## src/rtl/uart_tx_fifo.sv

```systemverilog
// Byte FIFO feeding a parameterised UART transmitter (start, 5..8 data bits LSB first,
// optional parity, 1..2 stop bits). The serial line is registered one cycle behind the FSM.
module uart_tx_fifo #(
    parameter int CLK_HZ     = 50000000,
    parameter int BAUD       = 115200,
    parameter int DATA_BITS  = 8,
    parameter int PARITY     = 0,
    parameter int STOP_BITS  = 1,
    parameter int FIFO_DEPTH = 4
) (
    input  logic                        clk,
    input  logic                        reset,
    input  logic [7:0]                  data_in,
    input  logic                        data_in_wr,
    output logic                        uart_tx,
    output logic                        busy_tx,
    output logic                        full_tx,
    output logic [$clog2(FIFO_DEPTH):0] fifo_count,
    output logic                        overflow
);
    localparam int   DIV = CLK_HZ / BAUD;
    localparam int   CW  = (DIV > 1) ? $clog2(DIV) : 1;
    localparam int   PW  = $clog2(FIFO_DEPTH);
    localparam int   FW  = PW + 1;
    localparam int   BW  = $clog2(DATA_BITS);
    localparam logic ODD = (PARITY == 2);

    typedef enum logic [2:0] {IDLE, START, DATA, PAR, STOP} state_t;

    state_t               state_q;
    logic [CW-1:0]        baud_q;
    logic [BW-1:0]        bit_q;
    logic [DATA_BITS-1:0] shift_q;
    logic                 parity_q;
    logic                 uart_tx_q;
    logic                 busy_q, busy_d;
    logic                 overflow_q;
    logic [DATA_BITS-1:0] mem_q [FIFO_DEPTH];
    logic [PW-1:0]        wr_ptr_q, rd_ptr_q;
    logic [FW-1:0]        count_q, count_d;
    logic                 full, push, pop, tick, frame_done, idle_d;
    logic [DATA_BITS-1:0] head_data;

    assign full       = (count_q == FW'(FIFO_DEPTH));
    assign push       = data_in_wr && !full;
    assign tick       = (baud_q == CW'(DIV - 1));
    assign frame_done = (state_q == STOP) && tick && (bit_q == BW'(STOP_BITS - 1));
    // The FIFO head is taken when idle or on the last clock of the final stop bit,
    // which gives back-to-back frames with no idle gap.
    assign pop        = (count_q != '0) && ((state_q == IDLE) || frame_done);
    assign idle_d     = (count_q == '0) && ((state_q == IDLE) || frame_done);
    assign head_data  = mem_q[rd_ptr_q];

    always_comb begin
        count_d = count_q;
        if (push && !pop) begin
            count_d = count_q + FW'(1);
        end else if (!push && pop) begin
            count_d = count_q - FW'(1);
        end
        busy_d = !idle_d || (count_d != '0);
    end

    always_ff @(posedge clk) begin
        if (!reset && push) begin
            mem_q[wr_ptr_q] <= data_in[DATA_BITS-1:0];
        end
    end

    always_ff @(posedge clk) begin
        if (reset) begin
            wr_ptr_q   <= '0;
            rd_ptr_q   <= '0;
            count_q    <= '0;
            busy_q     <= 1'b0;
            overflow_q <= 1'b0;
        end else begin
            if (push) begin
                wr_ptr_q <= wr_ptr_q + PW'(1);
            end
            if (pop) begin
                rd_ptr_q <= rd_ptr_q + PW'(1);
            end
            count_q    <= count_d;
            busy_q     <= busy_d;
            overflow_q <= data_in_wr && full;
        end
    end

    always_ff @(posedge clk) begin
        if (reset) begin
            state_q   <= IDLE;
            baud_q    <= '0;
            bit_q     <= '0;
            shift_q   <= '0;
            parity_q  <= 1'b0;
            uart_tx_q <= 1'b1;
        end else begin
            case (state_q)
                START:   uart_tx_q <= 1'b0;
                DATA:    uart_tx_q <= shift_q[0];
                PAR:     uart_tx_q <= parity_q;
                default: uart_tx_q <= 1'b1;
            endcase
            case (state_q)
                IDLE: begin
                    baud_q <= '0;
                    bit_q  <= '0;
                    if (pop) begin
                        shift_q  <= head_data;
                        parity_q <= (^head_data) ^ ODD;
                        state_q  <= START;
                    end
                end
                START: begin
                    if (tick) begin
                        baud_q  <= '0;
                        state_q <= DATA;
                    end else begin
                        baud_q <= baud_q + CW'(1);
                    end
                end
                DATA: begin
                    if (tick) begin
                        baud_q  <= '0;
                        shift_q <= shift_q >> 1;
                        if (bit_q == BW'(DATA_BITS - 1)) begin
                            bit_q   <= '0;
                            state_q <= (PARITY != 0) ? PAR : STOP;
                        end else begin
                            bit_q <= bit_q + BW'(1);
                        end
                    end else begin
                        baud_q <= baud_q + CW'(1);
                    end
                end
                PAR: begin
                    if (tick) begin
                        baud_q  <= '0;
                        state_q <= STOP;
                    end else begin
                        baud_q <= baud_q + CW'(1);
                    end
                end
                STOP: begin
                    if (tick) begin
                        baud_q <= '0;
                        if (bit_q == BW'(STOP_BITS - 1)) begin
                            bit_q <= '0;
                            if (pop) begin
                                shift_q  <= head_data;
                                parity_q <= (^head_data) ^ ODD;
                                state_q  <= START;
                            end else begin
                                state_q <= IDLE;
                            end
                        end else begin
                            bit_q <= bit_q + BW'(1);
                        end
                    end else begin
                        baud_q <= baud_q + CW'(1);
                    end
                end
                default: state_q <= IDLE;
            endcase
        end
    end

    assign uart_tx    = uart_tx_q;
    assign busy_tx    = busy_q;
    assign full_tx    = full;
    assign fifo_count = count_q;
    assign overflow   = overflow_q;
endmodule

```

## config.mk

```make
export PLATFORM = sky130hd
export DESIGN_NAME = uart_tx_fifo
export DESIGN_NICKNAME = d
export VERILOG_FILES = /design/src/rtl/uart_tx_fifo.sv
export SDC_FILE = /design/constraint.sdc
export NUM_CORES = 1
export LEC_CHECK = 0
export CORE_MARGIN = 1
export CORE_UTILIZATION = 30
export CTS_BUF_LIST = sky130_fd_sc_hd__clkbuf_8
export DETAILED_ROUTE_END_ITERATION = 12
export RECOVER_POWER = 100
export SYNTH_ARGS = -nofsm -noshare
export SYNTH_HDL_FRONTEND = slang
export SYNTH_SLANG_ARGS = --single-unit
```

## constraint.sdc

```tcl
create_clock -name clk -period 5 [get_ports clk]
set_input_delay 1.5 -clock clk [delete_from_list [all_inputs] [get_ports clk]]
set_output_delay 1.5 -clock clk [all_outputs]
set_load 0.005 [all_outputs]
```

---- Yosys cells after proc, flatten, opt, wreduce, memory -nomap -nowiden ----
Memories as Yosys holds them, arrays and structs flattened. A register that Yosys moved wholly into a read port is not among the register bits.
Index checks and enable logic that the tools add are counted.
storage, ports and cells
  bits in registers ....................... 34
  RAM bits ................................ 32
  input bits .............................. 11
  output and inout port bits .............. 7
  logic and storage cells ................. 94
  memories ................................ 1
cells by class
  add/subtract/negate cells ............... 6
  equal/unequal tests ..................... 14
  mux-type cells .......................... 32
  reductions and logical operators ........ 30
memory list
  memory  depth  bits a word  rd ports  clocked after Yosys merged registers in  write ports  line  source
  mem_q   4      8            1         1                                        1            38    logic [DATA_BITS-1:0] mem_q [FIFO_DEPTH];
operator list
  kind                                                                    number
  3-bit 2-to-1 mux                                                        13
  8-bit 2-to-1 mux                                                        4
  8-bit case mux with 3 select lines                                      1
  9-bit case mux with 2 select lines                                      1
  3-bit case mux with 5 select lines                                      1
  2-bit inequality test (second input constant)                           6
  9-bit by 1-bit adder with 9-bit output (second input constant)          1
  3-bit equality test (second input constant)                             3
  9-bit equality test (second input constant)                             1
  1-bit logical AND                                                       9
  3-bit logical NOT                                                       3
  9-bit 2-to-1 mux                                                        1
  3-bit case mux with 3 select lines                                      1
  3-bit nonzero test                                                      3
  8-bit parity                                                            1
  7-bit AND reduction                                                     1
  3-bit by 1-bit adder with 3-bit output (second input constant)          2
  3-bit by 2-bit equality test with 1-bit output (second input constant)  2
  1-bit 2-to-1 mux                                                        6
  3-bit AND reduction                                                     2
  1-bit logical NOT                                                       5
  2-bit by 1-bit adder with 2-bit output (second input constant)          2
  2-bit 2-to-1 mux                                                        2
  4-bit AND reduction                                                     1
  8 further kinds                                                         10

---- Longest topological paths before layout ----
  depth after elaboration ................. 10
  depth in mapped cells ................... 8
  gate-level depth less buffers ........... 7

---- Least setup slack after synthesis ----
No wires, ideal clock.
  path kind ............................... in2reg
  start point ............................. input data_in_wr
  end point ............................... register count_q[1] (netlist: fifo_count[1])
  library setup time ...................... 0.095 ns
  arrival ................................. 2.496 ns
  data required time ...................... 4.905 ns
  slack ................................... 2.408 ns
  stages on the path ...................... 4
  buffers on the path ..................... 0
  path through ............................ a21boi_1 o21ai_0 a21boi_0 a221oi_1
between the ends
  word-level cells in the longest chain between the ends .. 5
  elaborated cells on any way between the ends .. 6
  those cells by class .................... 2 x mux; 4 x reduce/logical
ends and longest elaborated chain
  item                    line  source
  start: declaration      14    input logic data_in_wr,
  1-bit logical AND *     45    assign push = data_in_wr && !full;
  1-bit logical NOT       58    end else if (!push && pop) begin
  1-bit logical AND       58
  3-bit 2-to-1 mux        58
  3-bit 2-to-1 mux *      56    if (push && !pop) begin
  end signal: assignment  84    count_q <= count_d;
  end: declaration        40    logic [FW-1:0] count_q, count_d;
Mark *: on every way between the ends. The rest lies on a longest branch, timed or not.
A chain may end at the register's enable or synchronous reset.

---- Worst setup path after layout ----
  start point ............................. input reset
  end point ............................... memory mem_q[1][3] (enable)
between the ends
  word-level cells in the longest chain between the ends .. 4
ends and longest elaborated chain
  item                                    line  source
  start: declaration                      12    input logic reset,
  1-bit logical NOT                       65    if (!reset && push) begin
  1-bit logical AND                       65
  1-bit 2-to-1 mux                        65
  1-bit 2-to-1 mux (implied by the code)  66    mem_q[wr_ptr_q] <= data_in[DATA_BITS-1:0];
  end: declaration                        38
Every way passes these cells.

==> flow_metrics.env <==
export IMPL_ys_ff_latch=68
export IMPL_synth_compound_area_share=0.143
export IMPL_skew_ns=0.0124
export IMPL_cts_htree_levels=3
export IMPL_wl_mm=6.02
export IMPL_fin_crit_sh=0.793
export IMPL_ys_flop_type="dfxtp_1"
export IMPL_grt_pass1_wl_mm=10.3
export IMPL_synthAdderAreaFrac=0.0469
export IMPL_synth_mux_area_frac=0.0692
export IMPL_power_uw=1770
export IMPL_critPathBufInv=2
export IMPL_maxCapViolations=1
export IMPL_fp_coreArea_mm2=0.0103
export IMPL_clockBufferDepth=2
export IMPL_syn_num_nets=309
export IMPL_postCtsHoldBufs=0
export IMPL_ant_nets=0
export IMPL_critPathTopFamily="buffers and inverters"
export IMPL_cts_buffers_inserted=9
export IMPL_clock_root_buffer="clkbuf_8"
export IMPL_hp_class="reg2reg"
export IMPL_synth_top_family_by_area="simple AND/OR/NAND/NOR gates"
export IMPL_firstDrtPassIters=4
export IMPL_clkSinkCount=68
export IMPL_cp_max_fo=36
export IMPL_layout_commonest_cell="nor2_1"
export IMPL_place_ws_ns=1.63
export IMPL_fin_ws_ns=1.04
export IMPL_slowest_stage="clkbuf_1"
export IMPL_insertion_delay_ns=0.34
export IMPL_async_flop_share=0
export IMPL_synth_edf_count=32
export IMPL_io_pins=18
export IMPL_overflow=0
export IMPL_worst_pin_slew_ns=1.72
export IMPL_finalMaxSlewViolations=37
export IMPL_p_leak_uw=0.00131
export IMPL_netlist_area_mm2=0.00320
export IMPL_die_w_um=105
export IMPL_finalSetupViolCount=0
export IMPL_power_density_mw_per_mm2=482
export IMPL_endpoint_kind="flip-flop"
export IMPL_cts_tree="yes"
export IMPL_rsz0062_at_grt="false"
export IMPL_vias=2168
export IMPL_crit_type="in2reg"
export IMPL_final_cell_mix="nor2_1 (40), dfxtp_1 (36), edfxtp_1 (32)"
export IMPL_cts_resized=0
export IMPL_die_area_mm2=0.0111
export IMPL_stdcell_count=443
export IMPL_max_stage_delay_ns=1.24
export IMPL_drcViolationCount=0
export IMPL_die_h_um=105
export IMPL_syn_area_per_cell_um2=11.2
export IMPL_fin_crit_ns=3.96
export IMPL_finalSetupTns_ns=0
export IMPL_hold_viol=0
export IMPL_port_buffers=17
export IMPL_hpwlAfterDp_mm=4.03
export IMPL_diodes=0
export IMPL_cp_start_kind="primary input"
export IMPL_worstPathCellList="dlygate4sd3_1 -> clkbuf_1 -> nor2_1 -> and2_0"
export IMPL_clk_transition_reported_paths_ns=0.08
export IMPL_yosys_warnings=0
export IMPL_area_growth_pct=15.0
export IMPL_synth_xor_area_frac=0.0328
export IMPL_vdd_ir_drop_max_v=0.000273
export IMPL_grt_start_max_net_pins=37
export IMPL_grt_usage=0.118
export IMPL_drive_above_1_share=0.114
export IMPL_num_rows=37
export IMPL_num_nets_final=325
export IMPL_synth_simple_area_share=0.152
export IMPL_whs_ns=0.489
export IMPL_post_cts_setup_buffers=0
export IMPL_grt_pass1_vias=2058
export IMPL_maxSlewHeadroom=-0.149
export IMPL_crit_required_ns=5.01
export IMPL_wl_per_cell_um=13.6
export IMPL_initial_utilization=0.310
export IMPL_drt_initial_drc_count=95
export IMPL_synth_cells=286
export IMPL_violations="capacitance limit, slew limit"
export IMPL_critPathArrivalTime_ns=3.97
export IMPL_place_gp_congestion=0.752
export IMPL_place_inst=427
export IMPL_post_drt_via_cell_ratio=4.89
export IMPL_yosysUniqueCellTypes=53
export IMPL_seq_area_frac_synth=0.525
export IMPL_max_clock_freq_mhz=252
export IMPL_status="complete, but fails checks"
export IMPL_antenna_found_initial=0
export IMPL_nFillCells=1022
## cells in the mapped netlist (2+ instances only)
cell type,instances,area share
a31oi_1,2,0.0039
nand3_1,5,0.0078
mux2i_1,3,0.0094
a311oi_1,7,0.019
nor3b_1,7,0.016
nor2_1,40,0.047
and3_1,4,0.0078
and2_1,4,0.0078
or2_2,2,0.0039
a311oi_2,2,0.0094
o211ai_1,2,0.0047
mux4_2,8,0.056
nand2_1,16,0.019
inv_1,11,0.013
clkbuf_1,9,0.011
o21a_1,2,0.0047
a31o_2,2,0.0055
a21oi_1,14,0.022
dfxtp_1,36,0.23
edfxtp_1,32,0.30
a21boi_0,2,0.0047
ha_1,12,0.047
nand2b_1,3,0.0059
o21ai_0,14,0.022
buf_2,2,0.0031
nor2b_1,3,0.0059
xnor2_1,11,0.030
a32oi_1,2,0.0055
a41oi_1,2,0.0055
nor3_1,4,0.0063
## registers in the layout, indices dropped and copies added (netlist names), named ones only
name / flops
rd_ptr_q: 2
parity_q: 1
uart_tx: 1
overflow: 1
mem_q: 32
fifo_count: 3
bit_q: 3
baud_q: 9
busy_tx: 1
state_q: 3
shift_q: 8
wr_ptr_q: 2
## stage by stage
stage / instance area, um^2 / utilization
global route: 3680 / 0.357
floorplan: 3200 / -
finish: 3680 / 0.357
detailed placement: 3490 / 0.338
global placement: 3490 / 0.338
CTS: 3690 / 0.358
## kinds of logic (layout without fill, tap and decap cells)
group | after synthesis | in the layout
fa+ha+maj | 12 | 12
xor+xnor | 12 | 12
simple gates | 95 | 95
flops | 68 | 68
compound gates | 63 | 63
buf+inv | 24 | 45
mux | 12 | 12
## power breakdown
| part | internal (uW) | switching (uW) |
|---|---|---|
| sequential | 662 | 84.6 |
| combinational | 272 | 300 |
| clock | 233 | 222 |
## layer usage
layer / routed length (um) / vias up / share of wire / GRT usage
met2: 2880 / 36 / 0.48 / 0.189
met1: 2900 / 1041 / 0.48 / 0.149
li1: - / 1086 / - / -
met3: 189 / 5 / 0.031 / 0.0390
met4: 52 / 0 / 0.0086 / 0.0362
met5: 0 / - / 0 / 0
## layout make-up
class	count	area, um^2	share of cell area
Multi-Input combinational cell	194	1410	0.384
Clock buffer	9	124	0.0336
Inverter	11	41.3	0.0112
Tap cell	136	170	0.0462
Sequential cell	68	1680	0.457
Clock inverter	7	77.6	0.0211
Timing Repair Buffer	18	174	0.0472
## worst register-to-register path: cells and delay by family, from the launching register on
kind / cells / cell delay (ns)
compound gates: 4 / 1.30
simple gates: 1 / 0.06
flops: 1 / 0.81
## path summary, 6_finish.rpt
kind	endpoint	cells after the start	slack, ns	from
worst min register to register	shift_q[0]	2	0.49	shift_q[1]
worst min-delay path	shift_q[0]	2	0.49	shift_q[1]
worst max register to register	baud_q[5]	5	2.67	state_q[0]
worst max-delay path	mem_q[1][3]	4	1.04	reset
No activity file was read; power rests on OpenSTA's default activity.
